===== src/rtl/tm_key_pkg.sv =====
// Shared defaults and helpers for the key conditioner.
// Counter widths and the per-key output bundle live here.
package tm_key_pkg;

   localparam int CLK_MHZ_DEF          = 27;
   localparam int W_KEY_DEF            = 8;
   localparam int DEBOUNCE_MS_DEF      = 10;
   localparam int REPEAT_DELAY_MS_DEF  = 500;
   localparam int REPEAT_PERIOD_MS_DEF = 100;

   typedef struct packed {
      logic state;
      logic pressed;
      logic released;
      logic rpt;
   } key_out_t;

   function automatic int cnt_w(input int n);
      int w;
      w = $clog2(n);
      return (w > 1) ? w : 1;
   endfunction

endpackage


===== src/rtl/tm_key_cell.sv =====
// One key: input sample, debounce counter, stable level,
// edge pulses and auto-repeat hold counter.
module tm_key_cell
   import tm_key_pkg::*;
#(
   parameter int debounce_ms      = DEBOUNCE_MS_DEF,
   parameter int repeat_delay_ms  = REPEAT_DELAY_MS_DEF,
   parameter int repeat_period_ms = REPEAT_PERIOD_MS_DEF
) (
   input  logic     clk,
   input  logic     rst_n,
   input  logic     tick,
   input  logic     raw,
   output key_out_t o_key
);

   localparam int DW = cnt_w(debounce_ms + 1);
   localparam logic [DW-1:0] DB_LAST = DW'(debounce_ms - 1);
   localparam logic [DW-1:0] D_ONE   = DW'(1);

   logic          r_samp;
   logic          r_state;
   logic          r_pressed;
   logic          r_released;
   logic [DW-1:0] r_dcnt;

   logic w_diff;
   logic w_flip;
   logic w_rise;
   logic w_fall;
   logic w_rpt;

   assign w_diff = (r_samp != r_state);
   assign w_flip = w_diff && tick && (r_dcnt == DB_LAST);
   assign w_rise = w_flip & r_samp;
   assign w_fall = w_flip & ~r_samp;

   always_ff @(posedge clk) begin
      if (!rst_n) begin
         r_samp     <= 1'b0;
         r_state    <= 1'b0;
         r_dcnt     <= '0;
         r_pressed  <= 1'b0;
         r_released <= 1'b0;
      end else begin
         r_samp     <= raw;
         r_pressed  <= w_rise;
         r_released <= w_fall;
         if (!w_diff) begin
            r_dcnt <= '0;
         end else if (tick) begin
            if (r_dcnt == DB_LAST) begin
               r_state <= r_samp;
               r_dcnt  <= '0;
            end else begin
               r_dcnt <= r_dcnt + D_ONE;
            end
         end
      end
   end

   generate
      if (repeat_delay_ms > 0) begin : g_rpt
         localparam int HW = cnt_w(repeat_delay_ms + 1);
         localparam logic [HW-1:0] HC_LAST = HW'(repeat_delay_ms - 1);
         localparam logic [HW-1:0] HC_RLD  =
            HW'(repeat_delay_ms - repeat_period_ms);
         localparam logic [HW-1:0] H_ONE   = HW'(1);

         logic [HW-1:0] r_hcnt;
         logic          r_rpt;

         // A repeat that would land on the release edge is dropped.
         always_ff @(posedge clk) begin
            if (!rst_n) begin
               r_hcnt <= '0;
               r_rpt  <= 1'b0;
            end else if (!r_state || w_rise) begin
               r_hcnt <= '0;
               r_rpt  <= 1'b0;
            end else if (tick) begin
               if (r_hcnt == HC_LAST) begin
                  r_hcnt <= HC_RLD;
                  r_rpt  <= ~w_fall;
               end else begin
                  r_hcnt <= r_hcnt + H_ONE;
                  r_rpt  <= 1'b0;
               end
            end else begin
               r_rpt <= 1'b0;
            end
         end

         assign w_rpt = r_rpt;
      end else begin : g_norpt
         assign w_rpt = 1'b0;
      end
   endgenerate

   assign o_key.state    = r_state;
   assign o_key.pressed  = r_pressed;
   assign o_key.released = r_released;
   assign o_key.rpt      = w_rpt;

endmodule


===== src/rtl/tm_key_conditioner.sv =====
// Key conditioner top: shared 1 ms prescaler feeding one
// debounce/repeat cell per key.
module tm_key_conditioner
   import tm_key_pkg::*;
#(
   parameter int clk_mhz          = CLK_MHZ_DEF,
   parameter int ms_div           = clk_mhz * 1000,
   parameter int w_key            = W_KEY_DEF,
   parameter int debounce_ms      = DEBOUNCE_MS_DEF,
   parameter int repeat_delay_ms  = REPEAT_DELAY_MS_DEF,
   parameter int repeat_period_ms = REPEAT_PERIOD_MS_DEF
) (
   input  logic             clk,
   input  logic             rst_n,
   input  logic [w_key-1:0] key_raw,
   output logic [w_key-1:0] key_state,
   output logic [w_key-1:0] key_pressed,
   output logic [w_key-1:0] key_released,
   output logic [w_key-1:0] key_repeat,
   output logic             key_any
);

   localparam int PW = cnt_w(ms_div);
   localparam logic [PW-1:0] P_LAST = PW'(ms_div - 1);
   localparam logic [PW-1:0] P_ONE  = PW'(1);

   logic [PW-1:0] r_pcnt;
   logic          w_tick;
   key_out_t      w_cell [w_key];

   assign w_tick = (r_pcnt == P_LAST);

   always_ff @(posedge clk) begin
      if (!rst_n) begin
         r_pcnt <= '0;
      end else if (w_tick) begin
         r_pcnt <= '0;
      end else begin
         r_pcnt <= r_pcnt + P_ONE;
      end
   end

   generate
      for (genvar g = 0; g < w_key; g++) begin : g_key
         tm_key_cell #(
            .debounce_ms      (debounce_ms),
            .repeat_delay_ms  (repeat_delay_ms),
            .repeat_period_ms (repeat_period_ms)
         ) u_cell (
            .clk   (clk),
            .rst_n (rst_n),
            .tick  (w_tick),
            .raw   (key_raw[g]),
            .o_key (w_cell[g])
         );

         assign key_state[g]    = w_cell[g].state;
         assign key_pressed[g]  = w_cell[g].pressed;
         assign key_released[g] = w_cell[g].released;
         assign key_repeat[g]   = w_cell[g].rpt;
      end
   endgenerate

   assign key_any = |key_state;

endmodule


===== config.mk =====
export PLATFORM = sky130hd
export DESIGN_NAME = tm_key_conditioner
export DESIGN_NICKNAME = d
export VERILOG_FILES = /design/src/rtl/tm_key_pkg.sv /design/src/rtl/tm_key_cell.sv /design/src/rtl/tm_key_conditioner.sv
export SDC_FILE = /design/constraint.sdc
export NUM_CORES = 1
export LEC_CHECK = 0
export ABC_AREA = 1
export CORE_MARGIN = 8
export CORE_UTILIZATION = 25
export CTS_BUF_LIST = sky130_fd_sc_hd__clkbuf_2 sky130_fd_sc_hd__clkbuf_4 sky130_fd_sc_hd__clkbuf_8
export DETAILED_ROUTE_END_ITERATION = 10
export PLACE_DENSITY = 0.44
export SLEW_MARGIN = 20
export SYNTH_ARGS = -nofsm -noshare
export SYNTH_HDL_FRONTEND = slang
export SYNTH_SLANG_ARGS = --single-unit

===== constraint.sdc =====
create_clock -name clk -period 2.1 [get_ports clk]
set_input_delay 0.315 -clock clk [delete_from_list [all_inputs] [get_ports clk]]
set_output_delay 0.315 -clock clk [all_outputs]
set_load 0.03 [all_outputs]

# After elaboration in Yosys (flattened, before gate mapping)

Index checks and enable logic that the tools add are counted.

Register bits: 159
Output and inout port bits: 33
Logic and storage cells: 223

Add/subtract/negate cells: 17
Equality and inequality tests: 25
Muxes and demuxes: 16
Bitwise gates (word level): 42
Reduce and logical (&&, ||, !) cells: 66

Operators with widths:

| operator                                      | count |
|---|---|
| adder 9 x 1 -> 9 bit, second input constant   | 8 |
| equality test 9 bit, second input constant    | 8 |
| 2-to-1 mux 9 bit                              | 8 |
| adder 4 x 1 -> 4 bit, second input constant   | 8 |
| equality test 4 bit, second input constant    | 8 |
| 2-to-1 mux 4 bit                              | 8 |
| OR reduction 4 bit                            | 8 |
| NOT 1 bit                                     | 26 |
| AND reduction 3 bit                           | 8 |
| OR reduction 2 bit                            | 9 |
| bitwise AND 1 bit                             | 16 |
| logical AND 1 bit                             | 16 |
| AND reduction 2 bit                           | 8 |
| adder 15 x 1 -> 15 bit, second input constant | 1 |
| equality test 15 bit, second input constant   | 1 |
| logical NOT 1 bit                             | 8 |
| logical OR 1 bit                              | 8 |
| inequality test 1 bit                         | 8 |
| OR reduction 8 bit                            | 1 |

# Longest topological paths before layout

Gate-level depths: netlist of the first run.

Depth after elaboration: 6
Gate-level depth with buffers: 12

# Modules after synthesis

Synthesis of the first run repeated with hierarchy kept, for this count alone.

Cells, all modules: 1061
Area total of the unflattened synthesis: 7841.3 µm²

By module, submodules not included:

| module                            | instances | cells an instance | area an instance (µm²) | sequential area each (µm²) |
|---|---|---|---|---|
| tm_key_cell (g_key[0].u_cell ...) | 7         | 119               | 880.8                  | 360.3 |
| tm_key_cell (g_key[6].u_cell)     | 1         | 117               | 889.6                  | 360.3 |
| tm_key_conditioner                | 1         | 111               | 785.8                  | 300.3 |

# Worst setup path before layout of the first run

OpenSTA, ideal clock, no wires.

Path type: register to register
From: reg r_pcnt[0]
To: reg g_key[0].u_cell.g_rpt.r_hcnt[1]
Setup time: 116 ps
Arrival: 1368 ps
Required time: 1984 ps
Setup slack: 617 ps
Cell stages (with the launch flop): 11
Buffers on the path: 2
Cells stage by stage: dfxtp_1 > ha_1 > nand2_2 > nor2_1 > nand2_1 > nor2_2 > buf_6 > buf_6 > inv_1 > nor2_1 > nor2_1

Word-level cells in the longest chain between the ends: 6

Ends and longest elaborated chain:

| item                                | RTL line                 | source |
|---|---|---|
| start: declaration                  | tm_key_conditioner.sv:27 | `logic [PW-1:0] r_pcnt;` |
| start signal: assignment            | tm_key_conditioner.sv:39 | `r_pcnt <= r_pcnt + P_ONE;` |
| equality test 15 bit *              | tm_key_conditioner.sv:31 | `assign w_tick = (r_pcnt == P_LAST);` |
| logical AND 1 bit (2 in series)     | tm_key_cell.sv:34        | `assign w_flip = w_diff && tick && (r_dcnt == DB_LAST);` |
| bitwise AND 1 bit                   | tm_key_cell.sv:35        | `assign w_rise = w_flip & r_samp;` |
| logical OR 1 bit                    | tm_key_cell.sv:78        | `end else if (!r_state \|\| w_rise) begin` |
| OR reduction 2 bit (no source line) | -                        |  |
| end signal: assignment              | tm_key_cell.sv:86        | `r_hcnt <= r_hcnt + H_ONE;` |
| end: declaration                    | tm_key_cell.sv:70        | `logic [HW-1:0] r_hcnt;` |

Mark *: on every way between the ends. The rest lies on a longest branch, timed or not.
A chain may end at the register's enable or synchronous reset.

# Worst setup path after layout of the first run

From: reg g_key[4].u_cell.r_state
To: out key_state[4]

RTL lines:

| item                     | RTL line                 | source |
|---|---|---|
| start: declaration       | tm_key_cell.sv:22        | `logic r_state;` |
| start signal: assignment | tm_key_cell.sv:53        | `r_state <= r_samp;` |
| end: declaration         | tm_key_conditioner.sv:16 | `output logic [w_key-1:0] key_state,` |

No word-level cell between the ends.

==> insert_results.sql, run 1 <==
INSERT INTO impl_metrics (metric_group, metric, value, unit) VALUES
('die', 'die_y', '196.3', 'µm'),
('critical_path', 'critical_path_class', 'flop to output pin', ''),
('detailed_routing', 'drt-vias-per-instance', '4.150', ''),
('yosys', 'syn_area', '8124', 'µm²'),
('detailed_routing', 'wl', '19560', 'µm'),
('clock_tree', 'longest_clk_path_bufs', '2', ''),
('critical_path', 'crit_path_end_kind', 'output pin', ''),
('critical_path', 'critPathLaunchType', 'flop', ''),
('timing', 'fmax', '0.5073', 'GHz'),
('clock_tree', 'root_buf_cell', 'clkbuf_8', ''),
('clock_tree', 'clkTransAtPathRegs', '0.08', 'ns'),
('timing', 'final_hold_viol_count', '0', ''),
('timing', 'timing.final.max_slew_violations', '0', ''),
('timing', 'maxSlewHeadroom', '0.6983', ''),
('critical_path', 'cp_slowest_cell', 'clkdlybuf4s50_1', ''),
('detailed_routing', 'drcViolationCount', '0', ''),
('placed_design', 'post-dp-hpwl', '13630', 'µm'),
('detailed_routing', 'routed-via-count', '7234', ''),
('final_layout', 'n_fill_cell', '3564', ''),
('global_route', 'grt_start_max_net_pins', '51', ''),
('critical_path', 'crit_path_max_incr_delay', '0.73', 'ns'),
('die', 'core_region_area', '32290', 'µm²'),
('final_layout', 'layout.core_utilization', '0.2904', ''),
('global_route', 'wire_length_of_the_first_global_routing_pass', '33350', 'µm'),
('yosys', 'yosys-top-cells-count', 'nand2_1, inv_1, nor2_1, dfxtp_1, nand3_1', ''),
('global_route', 'first_global_vias', '6893', ''),
('timing', 'worstMarginPinSlew', '0.4491', 'ns'),
('final_layout', 'final_cell_area', '9376', 'µm²'),
('critical_path', 'timing.critical_path.fanout_max', '5', ''),
('timing', 'setup_repair_after_global_routing_missed_its_margin', 'false', ''),
('placed_design', 'detailed_place.area', '8970', 'µm²'),
('critical_path', 'worst_ep_required_time', '1.78', 'ns'),
('detailed_routing', 'wire_length_per_cell_after_detailed_routing', '11.22', 'µm'),
('yosys', 'synthesis.yosys.warnings', '0', ''),
('die', 'starting_density_of_the_core', '0.2516', ''),
('run_status', 'run_status', 'complete, no violations', ''),
('timing', 'finalCriticalPeriod', '1.971', 'ns'),
('power', 'power_density', '582.3', 'nW/µm²'),
('critical_path', 'timing.critical_path.cells', 'clkdlybuf4s50_1', ''),
('clock_tree', 'worst_skew_pair.late_latency', '0.46', 'ns'),
('timing', 'fin_worst_skew', '0.01064', 'ns'),
('final_layout', 'drive_gt1_frac', '0.04766', ''),
('global_route', 'antenna_violations_before_repair', '0', ''),
('die', 'dieArea', '38520', 'µm²'),
('clock_tree', 'clock_tree.htree_level_count', '4', ''),
('yosys', 'netlist_instances', '1264', ''),
('placed_design', 'globalplace.congestion', '0.7542', ''),
('global_route', 'groute.usage.overall', '0.1050', ''),
('timing', 'fin_crit_sh', '0.9386', ''),
('global_route', 'globalRouteOverflowTotal', '0', ''),
('yosys', 'synth_seq_area_share', '0.3918', ''),
('yosys', 'synth_async_sr_flop_share', '0', ''),
('placed_design', 'numPortBuffers', '42', ''),
('yosys', 'count_of_flip_flops_with_a_built_in_enable_after_synthesis', '0', ''),
('final_layout', 'layout.area.seq', '3183', 'µm²'),
('yosys', 'synth.lib_cells_used.distinct', '28', ''),
('timing', 'tns', '0', 'ns'),
('critical_path', 'cpLargestDelayFamily', 'buffers and inverters', ''),
('yosys', 'yosys.cell_count.top_type', 'nand2_1', ''),
('final_layout', 'area_delta_synth_final', '15.42', '%'),
('yosys', 'yosys-top-cells-area', 'dfxtp_1, nand2_1, inv_1', ''),
('detailed_routing', 'initialDrtViolationCount', '382', ''),
('die', 'die_x', '196.3', 'µm'),
('clock_tree', 'cts_sinks', '159', ''),
('yosys', 'syn_nets', '1283', ''),
('final_layout', 'multiInputGateArea', '3889', 'µm²'),
('yosys', 'synth_top_cell_area_share', '0.3918', ''),
('clock_tree', 'cts_post_setup_buffers_inserted', '0', ''),
('job', 'drv_cap', '0', ''),
('timing', 'setup_viol', '0', ''),
('final_layout', 'nets', '1309', '');
-- stage by stage --
stage | power, W | instances | setup WS [ns]
6_report | 0.005460 | 1743 | 0.1289
3_5_place_dp | 0.003204 | 1713 | 0.2176
2_1_floorplan | 0.003160 | 1264 | 0.6166
4_1_cts | 0.005581 | 1743 | 0.006082
3_3_place_gp | 0.003204 | 1713 | 0.2177
5_1_grt | 0.005728 | 1743 | 0.02869
-- metal layers --
layer	wire, µm	track usage	up-vias
li1	-	-	3963
met1	10170	0.1373	3177
met2	8598	0.1693	75
met3	574	0.02536	19
met4	217	0.03032	0
met5	0	0	-
-- worst paths after layout --
check,from,end,slack (ns),cells after the start
max,g_key[4].u_cell.r_state,key_state[4],0.13,1
min,key_raw[6],g_key[6].u_cell.r_samp,0.40,3
max reg2reg,r_pcnt[0],g_key[7].u_cell.g_rpt.r_rpt,0.23,10
min reg2reg,r_pcnt[0],r_pcnt[0],0.45,1
-- timing repair --
item / 4_1_cts / 5_1_grt
gates resized for setup: 1 / 2
endpoints found under the setup margin: 1 / 1
endpoints found under the hold margin: 0 / 0
hold buffers: 0 / 0
gates cloned: 0 / 0
-- logic make-up after synthesis --
kind of cell / share of synthesized area
fa+ha+maj: 0.01386
compound gates: 0.07192
flops: 0.3918
simple gates: 0.3750
xor+xnor: 0.01509
buf+inv: 0.1323
-- state kept, by name, summed over array words and instances (netlist names) --
name / count
g_key.u_cell.r_state: 8
r_pcnt: 15
g_key.u_cell.g_rpt.r_rpt: 8
g_key.u_cell.g_rpt.r_hcnt: 72
g_key.u_cell.r_released: 8
g_key.u_cell.r_pressed: 8
g_key.u_cell.r_dcnt: 32
g_key.u_cell.r_samp: 8
-- cell type report --
class | instances | area share
clock buffer | 21 | 0.03016
clock inverter | 9 | 0.01174
inverter | 177 | 0.07086
multi-input combinational | 868 | 0.4147
sequential | 159 | 0.3395
tap | 442 | 0.05898
timing repair buffer | 67 | 0.07406
-- placed cells by master, fill, tap and decap left out, types with 2 or more instances in the layout --
| cell | n |
|---|---|
| nand3b_1 | 18 |
| nand4_1 | 14 |
| clkbuf_8 | 20 |
| xnor2_1 | 6 |
| nand2_2 | 2 |
| bufinv_16 | 2 |
| xor2_1 | 8 |
| a21oi_1 | 74 |
| buf_12 | 7 |
| nand3_1 | 104 |
| inv_1 | 176 |
| clkinvlp_4 | 3 |
| nand2_1 | 383 |
| clkdlybuf4s50_1 | 41 |
| clkinv_2 | 2 |
| o21ai_0 | 30 |
| nor2_1 | 170 |
| nor2_4 | 2 |
| dfxtp_1 | 159 |
| ha_1 | 9 |
| o21bai_1 | 5 |
| nor3_1 | 36 |
| a21boi_1 | 2 |
| buf_4 | 18 |
-- power breakdown --
part           switching, W  internal [W]
clock               0.00118       0.00115
combinational     0.0000578     0.0000385
sequential        0.0000103       0.00302
total               0.00124       0.00422
Power figures use the tool's default switching activity.
==> run 2: changes to the inputs <==
Settings changed: GPL_ROUTABILITY_DRIVEN from default to 0.
==> results of run 2 <==
Final layout, timing and power as in run 1 (identical DEF).
